===== src/rtl/cache_controller.sv =====
// Blocking cache controller sitting between the MEM stage, the cache storage and a line-wide SRAM.
// Reads allocate on miss; writes go straight through to SRAM and invalidate a hitting line.
module cache_controller #(
    parameter int SRAM_LINE_W = 64,
    parameter int CNT_W       = 16
) (
    input  logic                   clk,
    input  logic                   rst,
    input  logic                   R_EN,
    input  logic                   W_EN,
    input  logic [31:0]            address,
    input  logic [31:0]            data_in,
    output logic [31:0]            data_out,
    output logic                   ready,
    input  logic                   cache_hit,
    input  logic [31:0]            cache_rdata,
    output logic                   cache_fill_en,
    output logic [SRAM_LINE_W-1:0] cache_fill_line,
    output logic                   cache_inval_en,
    output logic                   sram_r_en,
    output logic                   sram_w_en,
    output logic [31:0]            sram_address,
    output logic [31:0]            sram_wdata,
    input  logic [SRAM_LINE_W-1:0] sram_rdata,
    input  logic                   sram_ready,
    output logic [CNT_W-1:0]       hit_count,
    output logic [CNT_W-1:0]       miss_count
);

    typedef enum logic [1:0] {
        IDLE      = 2'd0,
        READ_MISS = 2'd1,
        WRITE     = 2'd2
    } state_t;

    state_t      state, state_next;
    logic        hit_inc, miss_inc;
    logic [31:0] line_address;

    assign line_address = {address[31:3], 3'b000};
    assign sram_wdata   = data_in;

    // NOTE: sequential state uses non-blocking assignments so every flop samples pre-edge values.
    always_ff @(posedge clk or posedge rst) begin
        if (rst) state <= IDLE;
        else     state <= state_next;
    end

    // Outputs are gated by rst so an assertion mid-transaction drops every command immediately.
    always_comb begin
        // NOTE: every output gets a default first, otherwise partial assignment infers latches.
        state_next      = state;
        ready           = 1'b1;
        data_out        = '0;
        cache_fill_en   = 1'b0;
        cache_fill_line = '0;
        cache_inval_en  = 1'b0;
        sram_r_en       = 1'b0;
        sram_w_en       = 1'b0;
        sram_address    = '0;
        hit_inc         = 1'b0;
        miss_inc        = 1'b0;
        if (!rst) begin
            unique case (state)
                IDLE: begin
                    if (W_EN) begin
                        cache_inval_en = cache_hit;
                        sram_w_en      = 1'b1;
                        sram_address   = address;
                        ready          = 1'b0;
                        state_next     = WRITE;
                    end else if (R_EN) begin
                        if (cache_hit) begin
                            data_out = cache_rdata;
                            hit_inc  = 1'b1;
                        end else begin
                            sram_r_en    = 1'b1;
                            sram_address = line_address;
                            ready        = 1'b0;
                            miss_inc     = 1'b1;
                            state_next   = READ_MISS;
                        end
                    end
                end
                READ_MISS: begin
                    sram_r_en    = 1'b1;
                    sram_address = line_address;
                    if (sram_ready) begin
                        cache_fill_en   = 1'b1;
                        cache_fill_line = sram_rdata;
                        data_out        = address[2] ? sram_rdata[32 +: 32] : sram_rdata[0 +: 32];
                        state_next      = IDLE;
                    end else begin
                        ready = 1'b0;
                    end
                end
                WRITE: begin
                    sram_w_en    = 1'b1;
                    sram_address = address;
                    if (sram_ready) state_next = IDLE;
                    else            ready      = 1'b0;
                end
                default: state_next = IDLE;
            endcase
        end
    end

    // Counters stick at all-ones instead of wrapping.
    always_ff @(posedge clk or posedge rst) begin
        if (rst) begin
            hit_count  <= '0;
            miss_count <= '0;
        end else begin
            if (hit_inc && (hit_count != '1))   hit_count  <= hit_count + 1'b1;
            if (miss_inc && (miss_count != '1)) miss_count <= miss_count + 1'b1;
        end
    end

endmodule

===== config.mk =====
export PLATFORM = sky130hd
export DESIGN_NAME = cache_controller
export DESIGN_NICKNAME = d
export VERILOG_FILES = /design/src/rtl/cache_controller.sv
export SDC_FILE = /design/constraint.sdc
export NUM_CORES = 1
export LEC_CHECK = 0
export BUFFER_PORTS_ARGS = -buffer_cell sky130_fd_sc_hd__buf_2
export CAP_MARGIN = 20
export CELL_PAD_IN_SITES_DETAIL_PLACEMENT = 0
export CELL_PAD_IN_SITES_GLOBAL_PLACEMENT = 1
export CORE_ASPECT_RATIO = 0.75
export CORE_MARGIN = 10
export CORE_UTILIZATION = 25
export CTS_BUF_LIST = sky130_fd_sc_hd__clkbuf_16
export CTS_CLUSTER_DIAMETER = 100
export DETAILED_ROUTE_END_ITERATION = 12
export PLACE_DENSITY_LB_ADDON = 0.08
export SYNTH_ARGS = -nofsm -noshare
export SYNTH_HDL_FRONTEND = slang
export SYNTH_SLANG_ARGS = --single-unit

===== constraint.sdc =====
create_clock -name clk -period 3.5 [get_ports clk]
set_input_delay 0.175 -clock clk [delete_from_list [all_inputs] [get_ports clk]]
set_output_delay 0.175 -clock clk [all_outputs]
set_load 0.05 [all_outputs]

==> After elaboration in Yosys (flattened, before gate mapping) <==
Index checks and enable logic that the tools add are counted.
{ "classes": {"n_addsub": 2, "eq_ne": 7, "muxes": 45, "n_bitwise": 1, "reduce_logical": 5} }
{ "ops": {"columns": ["operator", "n"], "rows": [
  ["two-way mux 32 bit", 10],
  ["two-way mux 64 bit", 3],
  ["one-hot mux 32 bit (3 select lines)", 1],
  ["one-hot mux 32 bit (2 select lines)", 1],
  ["adder 16 x 1 -> 16 bit, second input constant", 2],
  ["inequality test 16 bit, second input constant", 2],
  ["two-way mux 1 bit", 22],
  ["two-way mux 2 bit", 4],
  ["inequality test 3 bit, second input constant", 2],
  ["one-hot mux 1 bit (2 select lines)", 3],
  ["one-hot mux 2 bit (2 select lines)", 1],
  ["AND reduction 4 bit", 1],
  ["== test 2 x 1 -> 1 bit, second input constant", 1],
  ["== test 2 bit, second input constant", 1],
  ["logical AND 1 bit", 2],
  ["zero test 2 bit", 1],
  ["inequality test 2 x 1 -> 1 bit, second input constant", 1],
  ["OR reduction 2 bit", 1],
  ["NOT 1 bit", 1]
]} }
{ "word_totals": {"regBits": 34, "input_bits": 166, "out_inout_bits": 197, "wordCells": 63} }

==> Longest topological paths before layout <==
{ "logic_depth": {"depth_word": 6, "ltp_mapped": 8} }

==> Worst setup path before layout <==
OpenSTA, ideal clock, no wires.
{ "synth_path": {"kind": "input to output", "startpoint": "in rst", "endpoint": "out data_out[10]", "arrival_time_ns": 2.314, "required_ns": 3.325, "path_slack_ns": 1.011, "stages": 5, "cell_sequence": "buf_2 > inv_1 > o21ai_1 > clkbuf_1 > nor2_1"} }
{ "synth_via": {"elab_chain_len": 1} }
{ "synth_lines": {"columns": ["element", "line_no", "source"], "rows": [
  ["from (decl)", "8", "input logic rst,"],
  ["two-way mux 32 bit", "63", "if (!rst) begin"],
  ["to (decl)", "13", "output logic [31:0] data_out,"]
]} }
Every way passes these cells.

==> Final worst setup path <==
{ "layout_path": {"startpoint": "reg state[0]", "endpoint": "out data_out[2]"} }
{ "layout_via": {"elab_chain_len": 3, "word_cells_on_any_way": 4} }
{ "layout_lines": {"columns": ["element", "line_no", "source"], "rows": [
  ["from (decl)", "36", "state_t state, state_next;"],
  ["from (signal assigned)", "46", "else state <= state_next;"],
  ["== test 2 x 1 -> 1 bit or zero test 2 bit (tied branches)", "64", "unique case (state)"],
  ["one-hot mux 32 bit (2 select lines) *", "64", null],
  ["two-way mux 32 bit *", "63", null]
]} }
Every way passes the cells marked *; elsewhere a longest branch is shown, timed or not.

==> impl_metrics.yaml <==
sta:
  slew_headroom: 0.338
  timing.fmax_mhz: 381
  worst_slack_ns: 0.876
  fin_tns_setup_ns: 0
  hold_viol_final: 0
  finClkSkew_ns: 0.00411
  tightest_slew_ns: 0.993
  drv_slew: 0
  finalSetupViolCount: 0
  min_period_ns: 2.62
  holdWs_ns: 0.117
  period_share: 0.750
  grt_setup_unrepaired: "no"
route:
  drc: 0
  drtIter0Drc: 153
  routed_wl_microns: 17300
  num_vias: 4153
  first_pass_iters: 4
  antenna_left: 0
  wl_per_cell_microns: 19.3
  viasPerCell: 4.64
placement:
  hpwlAfterDp_microns: 15000
  finalWeightedCongestion: 0.903
  pre_cts_slack_ns: 0.873
  port_buffers: 298
  placed_cell_area_sq_um: 5000
  dp.cells: 886
synth:
  synth_ff_type: "dfrtp_1"
  synth_most_common_cell: "and2_1"
  synth_edf_count: 0
  synth_cell_type_count: 47
  yosysWarnings: 0
  synth_top_area_frac: 0.237
  ys_async_sr_fraction: 1.00
  ys_seq_area_frac: 0.237
  yosys.area.top_type: "dfrtp_1"
  synthTopCellsByArea: "dfrtp_1, and2_1, mux2i_1"
  synth_common_cells: "and2_1, nor2_1, a21oi_1, dfrtp_1, mux2i_1"
  synthesis.area_sq_um: 3600
  synth.avg_cell_area_sq_um: 7.69
  ys_seq_elements: 34
  synthCells: 468
  synth_nets: 640
power_and_ir_drop:
  powerDensity_nw_per_um2: 553
  finalPower_mw: 2.85
  peakVddDrop_uv: 222
  p_leak_nw: 2.97
global_route:
  grt_max_degree: 66
  grt_pass1_wl_microns: 24500
  grt_pass1_vias: 4239
  grt_overflow_total: 0
  grtUsageTotal: 0.156
  antenna_found_initial: 0
floorplanning:
  io_pins: 363
  dieArea_sq_um: 19600
  coreArea_sq_um: 13900
  row_count: 37
  die_w_microns: 159
  die_y_microns: 124
  initial_core_util: 0.259
layout:
  drive_gt1_frac: 0.457
  finalInstanceArea_sq_um: 5160
  layout.nets: 891
  synthToLayoutAreaGrowth_pct: 43.4
  fin_cells: 895
  final_core_util: 0.372
  diodes: 0
clocking:
  clock_latency_ns: 0.27
  clk_path_buf_depth: 2
  cts_setup_buffers: 0
  numCtsBuffers: 5
  clk_pin_slew_worst_paths_ns: 0.05
  htree_num_levels: 2
  cts-resized-gates: 0
  ctsRootBufferMaster: "clkbuf_16"
  cts_hold_buffers: 0
  clock_sinks: 34
  cts_tree: "built"
critical_path:
  critPathArrivalTime_ns: 2.45
  setup.worst_path.end: "data_out[2]"
  r2r_end: "miss_count[1]"
  path_class: "reg -> out"
  cp.required_ns: 3.32
  cp-start-kind: "flip-flop"
  path_max_fanout: 32
  rrSetupSlack_ns: 1.22
  reg2reg_depth: 6
  startpoint: "state[0]"
  r2r_start: "state[0]"
  endpoint_kind: "primary output"
run:
  max_cap_viol_count: 0
worst_hold_path:
  hold_class: "in -> async"
run_status:
  status: "complete, no violations"
## logic make-up after synthesis
kind of cell    share of synthesized area
simple gates                        0.386
buf+inv                             0.109
compound gates                     0.0908
mux                                 0.107
flops                               0.237
xor+xnor                           0.0487
fa+ha+maj                          0.0209
## flip-flops by register name (all words and copies together) (netlist names)
signal and flops:
miss_count 16, state 2, hit_count 16
## cell usage in the layout (no fill, tap or decap), types with 4 or more instances in the layout
cell type / count
a21oi_1: 35
and2_1: 99
and3_1: 7
buf_2: 298
buf_4: 5
clkbuf_16: 5
dfrtp_1: 34
ha_1: 6
inv_1: 10
mux2_2: 5
mux2i_1: 33
nand2_1: 15
nand3_1: 5
nand4_1: 13
nor2_1: 74
nor2b_1: 4
nor3_1: 6
nor3_2: 4
o21ai_0: 4
xnor2_1: 15
xor2_1: 5
## final cells by class
cell class / instances / area, sq um
clock buffer: 5 / 125
clock inverter: 3 / 12.5
fill: 1534 / 8730
inverter: 9 / 33.8
multi-input combinational: 365 / 2370
sequential: 34 / 851
tap: 175 / 219
timing repair buffer: 304 / 1550
## critical path, stage by stage, from the launching register on
cell and delay [ns]:
dfrtp_1 0.42, inv_1 0.10, ha_1 0.31, nor2b_1 0.29
and3_1 0.19, buf_4 0.31, a21oi_1 0.12, nor2_1 0.13
buf_2 0.29
## worst min-delay path by stage
stage / cells past startpoint / to / slack, ns / start
6_report: 2 / miss_count[3] / 0.12 / rst
5_1_grt: 2 / miss_count[3] / 0.20 / rst
4_1_cts: 2 / miss_count[3] / 0.15 / rst
3_5_place_dp: 0 / sram_wdata[13] / 0.35 / data_in[13]
3_3_place_gp: 0 / sram_wdata[13] / 0.35 / data_in[13]
2_1_floorplan: 3 / miss_count[2] / 0.42 / cache_hit
## layer usage
layer / wire length, microns / vias to the layer above / GRT usage
li1: - / 2036 / -
met2: 9020 / 209 / 0.294
met3: 2120 / 8 / 0.0706
met5: 0 / - / 0
met1: 5990 / 1900 / 0.158
met4: 165 / 0 / 0.0277
## power breakdown
part           total, mW  internal, mW  switching, mW
combinational       1.93         0.487           1.44
clock              0.414         0.257          0.158
sequential         0.508         0.444         0.0646
Note: power is estimated with default switching activity, not from simulation.
